--- config.mk ---
export PLATFORM = sky130hd
export DESIGN_NAME = imem_load_arbiter_flat
export DESIGN_NICKNAME = d
export VERILOG_FILES = /design/src/rtl/imem_load_arbiter_if.sv /design/src/rtl/imem_load_arbiter.sv /design/src/flat_wrapper.sv
export SDC_FILE = /design/constraint.sdc
export NUM_CORES = 1
export LEC_CHECK = 0
export CORE_MARGIN = 3
export CORE_UTILIZATION = 48
export CTS_CLUSTER_DIAMETER = 100
export DETAILED_ROUTE_END_ITERATION = 10
export GPL_TIMING_DRIVEN = 0
export PLACE_DENSITY = 0.83
export SLEW_MARGIN = 20
export SYNTH_ARGS = -nofsm -noshare
export SYNTH_HDL_FRONTEND = slang
export SYNTH_SLANG_ARGS = --single-unit
export TNS_END_PERCENT = 30
--- constraint.sdc ---
create_clock -name clk -period 6.4 [get_ports clk]
set_clock_uncertainty 0.1 [all_clocks]
set_input_delay 1.92 -clock clk [delete_from_list [all_inputs] [get_ports clk]]
set_output_delay 1.92 -clock clk [all_outputs]
set_load 0.01 [all_outputs]
--- src/rtl/imem_load_arbiter_if.sv ---
// Bus bundle for imem_load_arbiter: loader byte stream, fetch port and memory port.
// With IMEM_LOAD_CHECKSUM_EN defined it also carries ld_csum / ld_csum_exp.
interface imem_load_arbiter_if #(
  parameter int unsigned CNT_W = 16
);
  logic             ld_start;
  logic             ld_byte_valid;
  logic [7:0]       ld_byte;
  logic             ld_done;
  logic             ld_busy;
  logic             ld_ovf;
  logic [CNT_W-1:0] ld_word_count;
  logic             core_hold;
  logic             f_req;
  logic [31:0]      f_addr;
  logic             f_ack;
  logic [31:0]      f_data;
  logic             f_err;
  logic             mem_we;
  logic [31:0]      mem_addr;
  logic [31:0]      mem_wdata;
  logic [31:0]      mem_rdata;
`ifdef IMEM_LOAD_CHECKSUM_EN
  logic [7:0]       ld_csum;
  logic [7:0]       ld_csum_exp;
`endif

  // Requester/memory side of the bundle.
  modport master (
    output ld_start, ld_byte_valid, ld_byte, ld_done, f_req, f_addr, mem_rdata,
    input  ld_busy, ld_ovf, ld_word_count, core_hold, f_ack, f_data, f_err,
    input  mem_we, mem_addr, mem_wdata
`ifdef IMEM_LOAD_CHECKSUM_EN
    , output ld_csum_exp, input ld_csum
`endif
  );

  // Arbiter side of the bundle.
  modport slave (
    input  ld_start, ld_byte_valid, ld_byte, ld_done, f_req, f_addr, mem_rdata,
    output ld_busy, ld_ovf, ld_word_count, core_hold, f_ack, f_data, f_err,
    output mem_we, mem_addr, mem_wdata
`ifdef IMEM_LOAD_CHECKSUM_EN
    , input ld_csum_exp, output ld_csum
`endif
  );
endinterface

--- src/rtl/imem_load_arbiter.sv ---
// Shares the instruction memory port between the byte-stream program loader and fetch.
// Optional IMEM_LOAD_CHECKSUM_EN: load checksum output and mismatch hold-off.
module imem_load_arbiter #(
  parameter int unsigned DEPTH_WORDS = 1024,
  parameter int unsigned CNT_W       = 16
) (
  input  logic               clk,
  input  logic               reset,
  imem_load_arbiter_if.slave bus
);
  localparam logic [31:0]      NOP_INSN  = 32'h0000_0013;
  localparam logic [31:0]      MEM_BYTES = 32'(DEPTH_WORDS * 4);
  localparam logic [CNT_W-1:0] CNT_FULL  = CNT_W'(DEPTH_WORDS);

  typedef enum logic [1:0] {IDLE, LOAD, FLUSH, RUN} state_t;

  state_t           state_q, state_d;
  logic [1:0]       lane_q, lane_d;
  logic [23:0]      asm_q, asm_d;
  logic [CNT_W-1:0] cnt_q, cnt_d;
  logic             ovf_q, ovf_d;
  logic             we_q, we_d;
  logic [31:0]      waddr_q, waddr_d;
  logic [31:0]      wdata_q, wdata_d;
  logic             ack_q, ack_d;
  logic             err_q, err_d;
  logic [31:0]      fdata_q, fdata_d;
  logic             hold_q, hold_d;
  logic             busy_q, busy_d;
  logic             done_ok;
  logic             f_go;
  logic             f_bad;
`ifdef IMEM_LOAD_CHECKSUM_EN
  logic [7:0]       csum_q, csum_d;
  logic             csum_bad_q, csum_bad_d;
`endif

  assign f_go  = (state_q == RUN) && bus.f_req;
  assign f_bad = (bus.f_addr[1:0] != 2'b00) || (bus.f_addr >= MEM_BYTES);

  // Next state, byte assembly, write issue and fetch response.
  always_comb begin
    state_d = state_q;
    lane_d  = lane_q;
    asm_d   = asm_q;
    cnt_d   = cnt_q;
    ovf_d   = ovf_q;
    we_d    = 1'b0;
    waddr_d = waddr_q;
    wdata_d = wdata_q;
    done_ok = 1'b1;
`ifdef IMEM_LOAD_CHECKSUM_EN
    csum_d     = csum_q;
    csum_bad_d = csum_bad_q;
`endif

    unique case (state_q)
      LOAD: begin
        if (bus.ld_byte_valid) begin
          if (cnt_q == CNT_FULL) begin
            ovf_d = 1'b1;
          end else begin
`ifdef IMEM_LOAD_CHECKSUM_EN
            csum_d = csum_q + bus.ld_byte;
`endif
            unique case (lane_q)
              2'd0: asm_d[7:0]   = bus.ld_byte;
              2'd1: asm_d[15:8]  = bus.ld_byte;
              2'd2: asm_d[23:16] = bus.ld_byte;
              default: begin
                we_d    = 1'b1;
                waddr_d = 32'({cnt_q, 2'b00});
                wdata_d = {bus.ld_byte, asm_q};
                cnt_d   = cnt_q + CNT_W'(1);
                asm_d   = '0;
              end
            endcase
            lane_d = lane_q + 2'd1;
          end
        end
        // End of stream: pad a partial word with zero lanes and write it out.
        if (bus.ld_done) begin
`ifdef IMEM_LOAD_CHECKSUM_EN
          csum_bad_d = (csum_d != bus.ld_csum_exp);
          done_ok    = !csum_bad_d;
`endif
          if (lane_d != 2'd0) begin
            we_d    = 1'b1;
            waddr_d = 32'({cnt_q, 2'b00});
            wdata_d = {8'h00, asm_d};
            cnt_d   = cnt_q + CNT_W'(1);
            asm_d   = '0;
            lane_d  = 2'd0;
          end
          if (we_d) begin
            state_d = FLUSH;
          end else begin
            state_d = done_ok ? RUN : IDLE;
          end
        end
      end
      FLUSH: begin
        state_d = RUN;
`ifdef IMEM_LOAD_CHECKSUM_EN
        if (csum_bad_q) state_d = IDLE;
`endif
      end
      default: ;
    endcase

    // A start from any state begins a fresh load and drops any partial word.
    if (bus.ld_start) begin
      state_d = LOAD;
      lane_d  = 2'd0;
      asm_d   = '0;
      cnt_d   = '0;
      ovf_d   = 1'b0;
      we_d    = 1'b0;
`ifdef IMEM_LOAD_CHECKSUM_EN
      csum_d     = 8'h00;
      csum_bad_d = 1'b0;
`endif
    end

    hold_d  = (state_d != RUN);
    busy_d  = (state_d == LOAD) || (state_d == FLUSH);

    ack_d   = f_go;
    err_d   = f_go && f_bad;
    fdata_d = fdata_q;
    if (f_go) fdata_d = f_bad ? NOP_INSN : bus.mem_rdata;
  end

  always_ff @(posedge clk or posedge reset) begin
    if (reset) begin
      state_q <= IDLE;
      lane_q  <= 2'd0;
      asm_q   <= '0;
      cnt_q   <= '0;
      ovf_q   <= 1'b0;
      we_q    <= 1'b0;
      waddr_q <= '0;
      wdata_q <= '0;
      ack_q   <= 1'b0;
      err_q   <= 1'b0;
      fdata_q <= '0;
      hold_q  <= 1'b1;
      busy_q  <= 1'b0;
`ifdef IMEM_LOAD_CHECKSUM_EN
      csum_q     <= 8'h00;
      csum_bad_q <= 1'b0;
`endif
    end else begin
      state_q <= state_d;
      lane_q  <= lane_d;
      asm_q   <= asm_d;
      cnt_q   <= cnt_d;
      ovf_q   <= ovf_d;
      we_q    <= we_d;
      waddr_q <= waddr_d;
      wdata_q <= wdata_d;
      ack_q   <= ack_d;
      err_q   <= err_d;
      fdata_q <= fdata_d;
      hold_q  <= hold_d;
      busy_q  <= busy_d;
`ifdef IMEM_LOAD_CHECKSUM_EN
      csum_q     <= csum_d;
      csum_bad_q <= csum_bad_d;
`endif
    end
  end

  // Writes only occur in LOAD/FLUSH, so the write address never collides with a fetch.
  assign bus.mem_addr      = we_q ? waddr_q : ((f_go && !f_bad) ? bus.f_addr : 32'h0);
  assign bus.mem_we        = we_q;
  assign bus.mem_wdata     = wdata_q;
  assign bus.ld_busy       = busy_q;
  assign bus.ld_ovf        = ovf_q;
  assign bus.ld_word_count = cnt_q;
  assign bus.core_hold     = hold_q;
  assign bus.f_ack         = ack_q;
  assign bus.f_err         = err_q;
  assign bus.f_data        = fdata_q;
`ifdef IMEM_LOAD_CHECKSUM_EN
  assign bus.ld_csum       = csum_q;
`endif
endmodule

--- src/flat_wrapper.sv ---
// flat-port wrapper written by rule: the top's interface ports become plain ports
module imem_load_arbiter_flat 
#(
  parameter int unsigned DEPTH_WORDS = 1024,
  parameter int unsigned CNT_W       = 16
)
  (clk, reset, bus_ld_start, bus_ld_byte_valid, bus_ld_byte, bus_ld_done, bus_f_req, bus_f_addr, bus_mem_rdata, bus_ld_busy, bus_ld_ovf, bus_ld_word_count, bus_core_hold, bus_f_ack, bus_f_data, bus_f_err, bus_mem_we, bus_mem_addr, bus_mem_wdata);
  imem_load_arbiter_if #(.CNT_W(CNT_W)) bus_i ();
  input  logic clk;
  input  logic reset;
  input wire logic [$bits(bus_i.ld_start)-1:0] bus_ld_start;
  input wire logic [$bits(bus_i.ld_byte_valid)-1:0] bus_ld_byte_valid;
  input wire logic [$bits(bus_i.ld_byte)-1:0] bus_ld_byte;
  input wire logic [$bits(bus_i.ld_done)-1:0] bus_ld_done;
  input wire logic [$bits(bus_i.f_req)-1:0] bus_f_req;
  input wire logic [$bits(bus_i.f_addr)-1:0] bus_f_addr;
  input wire logic [$bits(bus_i.mem_rdata)-1:0] bus_mem_rdata;
  output wire logic [$bits(bus_i.ld_busy)-1:0] bus_ld_busy;
  output wire logic [$bits(bus_i.ld_ovf)-1:0] bus_ld_ovf;
  output wire logic [$bits(bus_i.ld_word_count)-1:0] bus_ld_word_count;
  output wire logic [$bits(bus_i.core_hold)-1:0] bus_core_hold;
  output wire logic [$bits(bus_i.f_ack)-1:0] bus_f_ack;
  output wire logic [$bits(bus_i.f_data)-1:0] bus_f_data;
  output wire logic [$bits(bus_i.f_err)-1:0] bus_f_err;
  output wire logic [$bits(bus_i.mem_we)-1:0] bus_mem_we;
  output wire logic [$bits(bus_i.mem_addr)-1:0] bus_mem_addr;
  output wire logic [$bits(bus_i.mem_wdata)-1:0] bus_mem_wdata;
  assign bus_i.ld_start = bus_ld_start;
  assign bus_i.ld_byte_valid = bus_ld_byte_valid;
  assign bus_i.ld_byte = bus_ld_byte;
  assign bus_i.ld_done = bus_ld_done;
  assign bus_i.f_req = bus_f_req;
  assign bus_i.f_addr = bus_f_addr;
  assign bus_i.mem_rdata = bus_mem_rdata;
  assign bus_ld_busy = bus_i.ld_busy;
  assign bus_ld_ovf = bus_i.ld_ovf;
  assign bus_ld_word_count = bus_i.ld_word_count;
  assign bus_core_hold = bus_i.core_hold;
  assign bus_f_ack = bus_i.f_ack;
  assign bus_f_data = bus_i.f_data;
  assign bus_f_err = bus_i.f_err;
  assign bus_mem_we = bus_i.mem_we;
  assign bus_mem_addr = bus_i.mem_addr;
  assign bus_mem_wdata = bus_i.mem_wdata;
  imem_load_arbiter #(.DEPTH_WORDS(DEPTH_WORDS), .CNT_W(CNT_W)) u_core (.clk(clk), .reset(reset), .bus(bus_i));
endmodule
==> run_results.csv <==
group,metric,value,unit
outcome,status,"finished clean",
timing,rsz0062_at_grt,"false",
timing,relSlewSlack,27.2,%
timing,fmax,160,MHz
routing,vias,5830,
grt,overflow,0,
power,leakage,4.23,nW
floorplan,die_width,124,um
critical_path,slowest_delay,0.59,ns
critical_path,worstSetupEndpointType,"output pin",
routing,vias_per_cell,5.70,
critical_path,worstPathCellList,"clkdlybuf4s50_1 -> nor4_2 -> nand4_1 -> nor3_4 -> clkbuf_4 -> nand2_1 -> o21ai_1 -> clkdlybuf4s50_1",
critical_path,cpMostUsedCell,"clkdlybuf4s50_1",
layout,areaGrowthSynthToFinish,42.7,%
layout,fillers,966,
grt,grt_max_degree,88,
floorplan,pin_count,196,
synth,synth_ff_type,"dfrtp_1",
timing,worstMarginPinSlew,1.09,ns
synth,syn_area,6650,sq um
floorplan,rows,42,
cts,cts_made_buffers,17,
power,p_sw_share,29.7,%
floorplan,die_h,124,um
layout,layout_common_cells,"clkdlybuf4s50_1, dfrtp_1, nand2_1",
cts,clockRootBuffer,"clkbuf_16",
power,internal_power,2.06,mW
routing,drtIter0Drc,386,
timing,slew_violations,0,
synth,synth_seq_area_share,54.9,%
layout,instances_no_fill,1023,
power,max-vdd-ir-drop,0.229,mV
grt,antenna_found_initial,0,
timing,fin_tns_setup,0,ns
cts,clock-sinks,146,
synth,synth_warnings,0,
synth,ys_async_sr_fraction,100,%
placed_design,routabilityCongestion,0.902,
layout,drive_above_1_share,10.9,%
critical_path,startpoint_type,"input port",
critical_path,cp_top_family,"buffers and inverters",
floorplan,start_util,49.6,%
flow_run,maxCapViolations,0,
layout,finalNetCount,924,
layout,diodes,0,
power,p_sw,0.868,mW
synth,ys_ff_latch,146,
min_path,hold_path.class,"flop to flop",
synth,avgSynthCellArea,10.8,sq um
cts,cts_max_level,4,
routing,drc,0,
routing,dr.pass1.iters,5,
grt,busiest_layer,"met2",
critical_path,worstPathRequired,4.38,ns
layout,final_core_util,70.9,%
power,power_density,308,nW/um^2
cts,cts_tree,"yes",
critical_path,crit_arrival,4.24,ns
timing,period_minus_slack,6.26,ns
critical_path,worst_path_max_delay_cell,"clkdlybuf4s50_1",
cts,clock_latency,0.42,ns
timing,setup_violations,0,
synth,synthCells,618,
grt,grt_pass1_vias,5883,
grt,use_met3,5.18,%
critical_path,path_class,"input port to output pin",
synth,synth_fp_nets,707,
synth,synth-edff-count,0,
placed_design,hpwl,14700,um
floorplan,die_area,15300,sq um
routing,final_antenna_net_count,0,
grt,grt_use_met2,44.5,%
synth,synth_cell_types,46,
layout,layout_commonest_cell,"clkdlybuf4s50_1",
grt,grt_first_pass_wirelength,30200,um
timing,hold_violations,0,
placed_design,placedCellCount,990,
routing,drt_wl_total,19700,um
power,p_clk_share,34.1,%
grt,track_usage,25.9,%
cts,clkSlewWorstSetupHoldPaths,0.06,ns
grt,use_met1,31.1,%
power,pwr-share-seq,38.4,%
timing,post-route-period-util,97.8,%
critical_path,path_buf_inv,3,
cts,clockBufferDepth,2,
routing,wl_per_cell,19.3,um
placed_design,place.port_buffers,195,
floorplan,core,13400,sq um
power,combPwrFrac,27.5,%
critical_path,worstPathMaxFanout,10,
[metrics by stage]
step	power [mW]	cell area (sq um)	hold slack (ns)	setup slack (ns)
2_1_floorplan	1.54	6650	0.344	0.459
3_3_place_gp	1.90	8820	0.363	-1.29
3_5_place_dp	1.94	8860	0.365	-0.593
4_1_cts	2.94	9480	0.381	0.0498
5_1_grt	3.06	9500	0.391	0.0180
6_report	2.93	9500	0.380	0.140
[power by group through the flow]
stage	clock network (mW)	registers (mW)	logic, mW
after floorplan	0	1.17	0.372
after global placement	0	1.13	0.775
after detailed placement	0	1.14	0.801
after CTS	1.01	1.12	0.809
after global routing	1.05	1.14	0.871
final	0.997	1.12	0.805
[metal layers]
layer / share of wire [%] / wire, um
met1: 39 / 7680
met4: 3.2 / 631
met2: 51 / 9960
met5: 0 / 0
met3: 7.3 / 1450
[Yosys cell counts (all sizes together), types with 8 or more instances]
cell / n / share of area [%]
dfrtp: 145 / 55
ha: 11 / 2.1
o21ai: 37 / 2.8
nand3: 8 / 0.60
a22o: 51 / 6.7
a22oi: 18 / 2.0
and2: 40 / 3.8
buf: 11 / 1.1
nand4: 8 / 0.75
inv: 33 / 1.9
nand2: 52 / 2.9
clkbuf: 24 / 1.4
a221oi: 18 / 2.4
a21oi: 15 / 1.1
nor2b: 14 / 1.3
nor2: 49 / 2.8
mux2: 30 / 5.1
[path summary, 6_finish.rpt]
path                                                          from  slack, ns                                   end  depth (start not counted)
min reg2reg                         u_core.waddr_q[21]$_DFFE_PP0P_       0.38        u_core.waddr_q[21]$_DFFE_PP0P_                          1
min                                 u_core.waddr_q[21]$_DFFE_PP0P_       0.38        u_core.waddr_q[21]$_DFFE_PP0P_                          1
max in group asynchronous                                    reset       3.60        u_core.bus.core_hold$_DFF_PP1_                          3
max                                                 bus_f_addr[16]       0.14                       bus_mem_addr[5]                          8
min in group asynchronous                                    reset       1.82     u_core.bus.f_data[11]$_DFFE_PP0P_                          2
max reg2reg                u_core.bus.ld_word_count[0]$_DFFE_PP0P_       3.30  u_core.bus.mem_wdata[20]$_DFFE_PP0P_                          8
[flip-flops by register name, indices dropped and copies added, names as in the netlist]
name / count
u_core.asm_q: 24
u_core.bus.core_hold: 1
u_core.bus.f_ack: 1
u_core.bus.f_data: 32
u_core.bus.f_err: 1
u_core.bus.ld_busy: 1
u_core.bus.ld_ovf: 1
u_core.bus.ld_word_count: 16
u_core.bus.mem_wdata: 32
u_core.bus.mem_we: 1
u_core.lane_q: 2
u_core.state_q: 2
u_core.waddr_q: 32
[cell type report]
type,instances,area (sq um),area share (%)
flip-flops and latches,146,3650,38.5
multi-input cells,404,2730,28.8
repair buffers,198,1990,21.0
clock buffers,20,457,4.81
well taps,176,220,2.32
plain buffers,35,169,1.78
clock inverters,11,136,1.44
inverters,33,131,1.38
[timing repair]
item / CTS / global route
pin swaps: 1 / 1
gates resized for setup: 5 / 2
cloned: 0 / 0
endpoints found under the setup margin: 8 / 1
hold buffers: 0 / 0
setup buffers: 1 / 1
[cell families after synthesis]
family                     count (synthesis)  synth area share [%]
and+or+nand+nor                          204                  15.7
AOI/OAI and AO/OA                        158                  17.7
DFF                                      146                  54.9
buffers and inverters                     68                  4.34
muxes                                     31                  5.23
adders and majority gates                 11                  2.07
No activity file was read; power rests on OpenSTA's default activity.
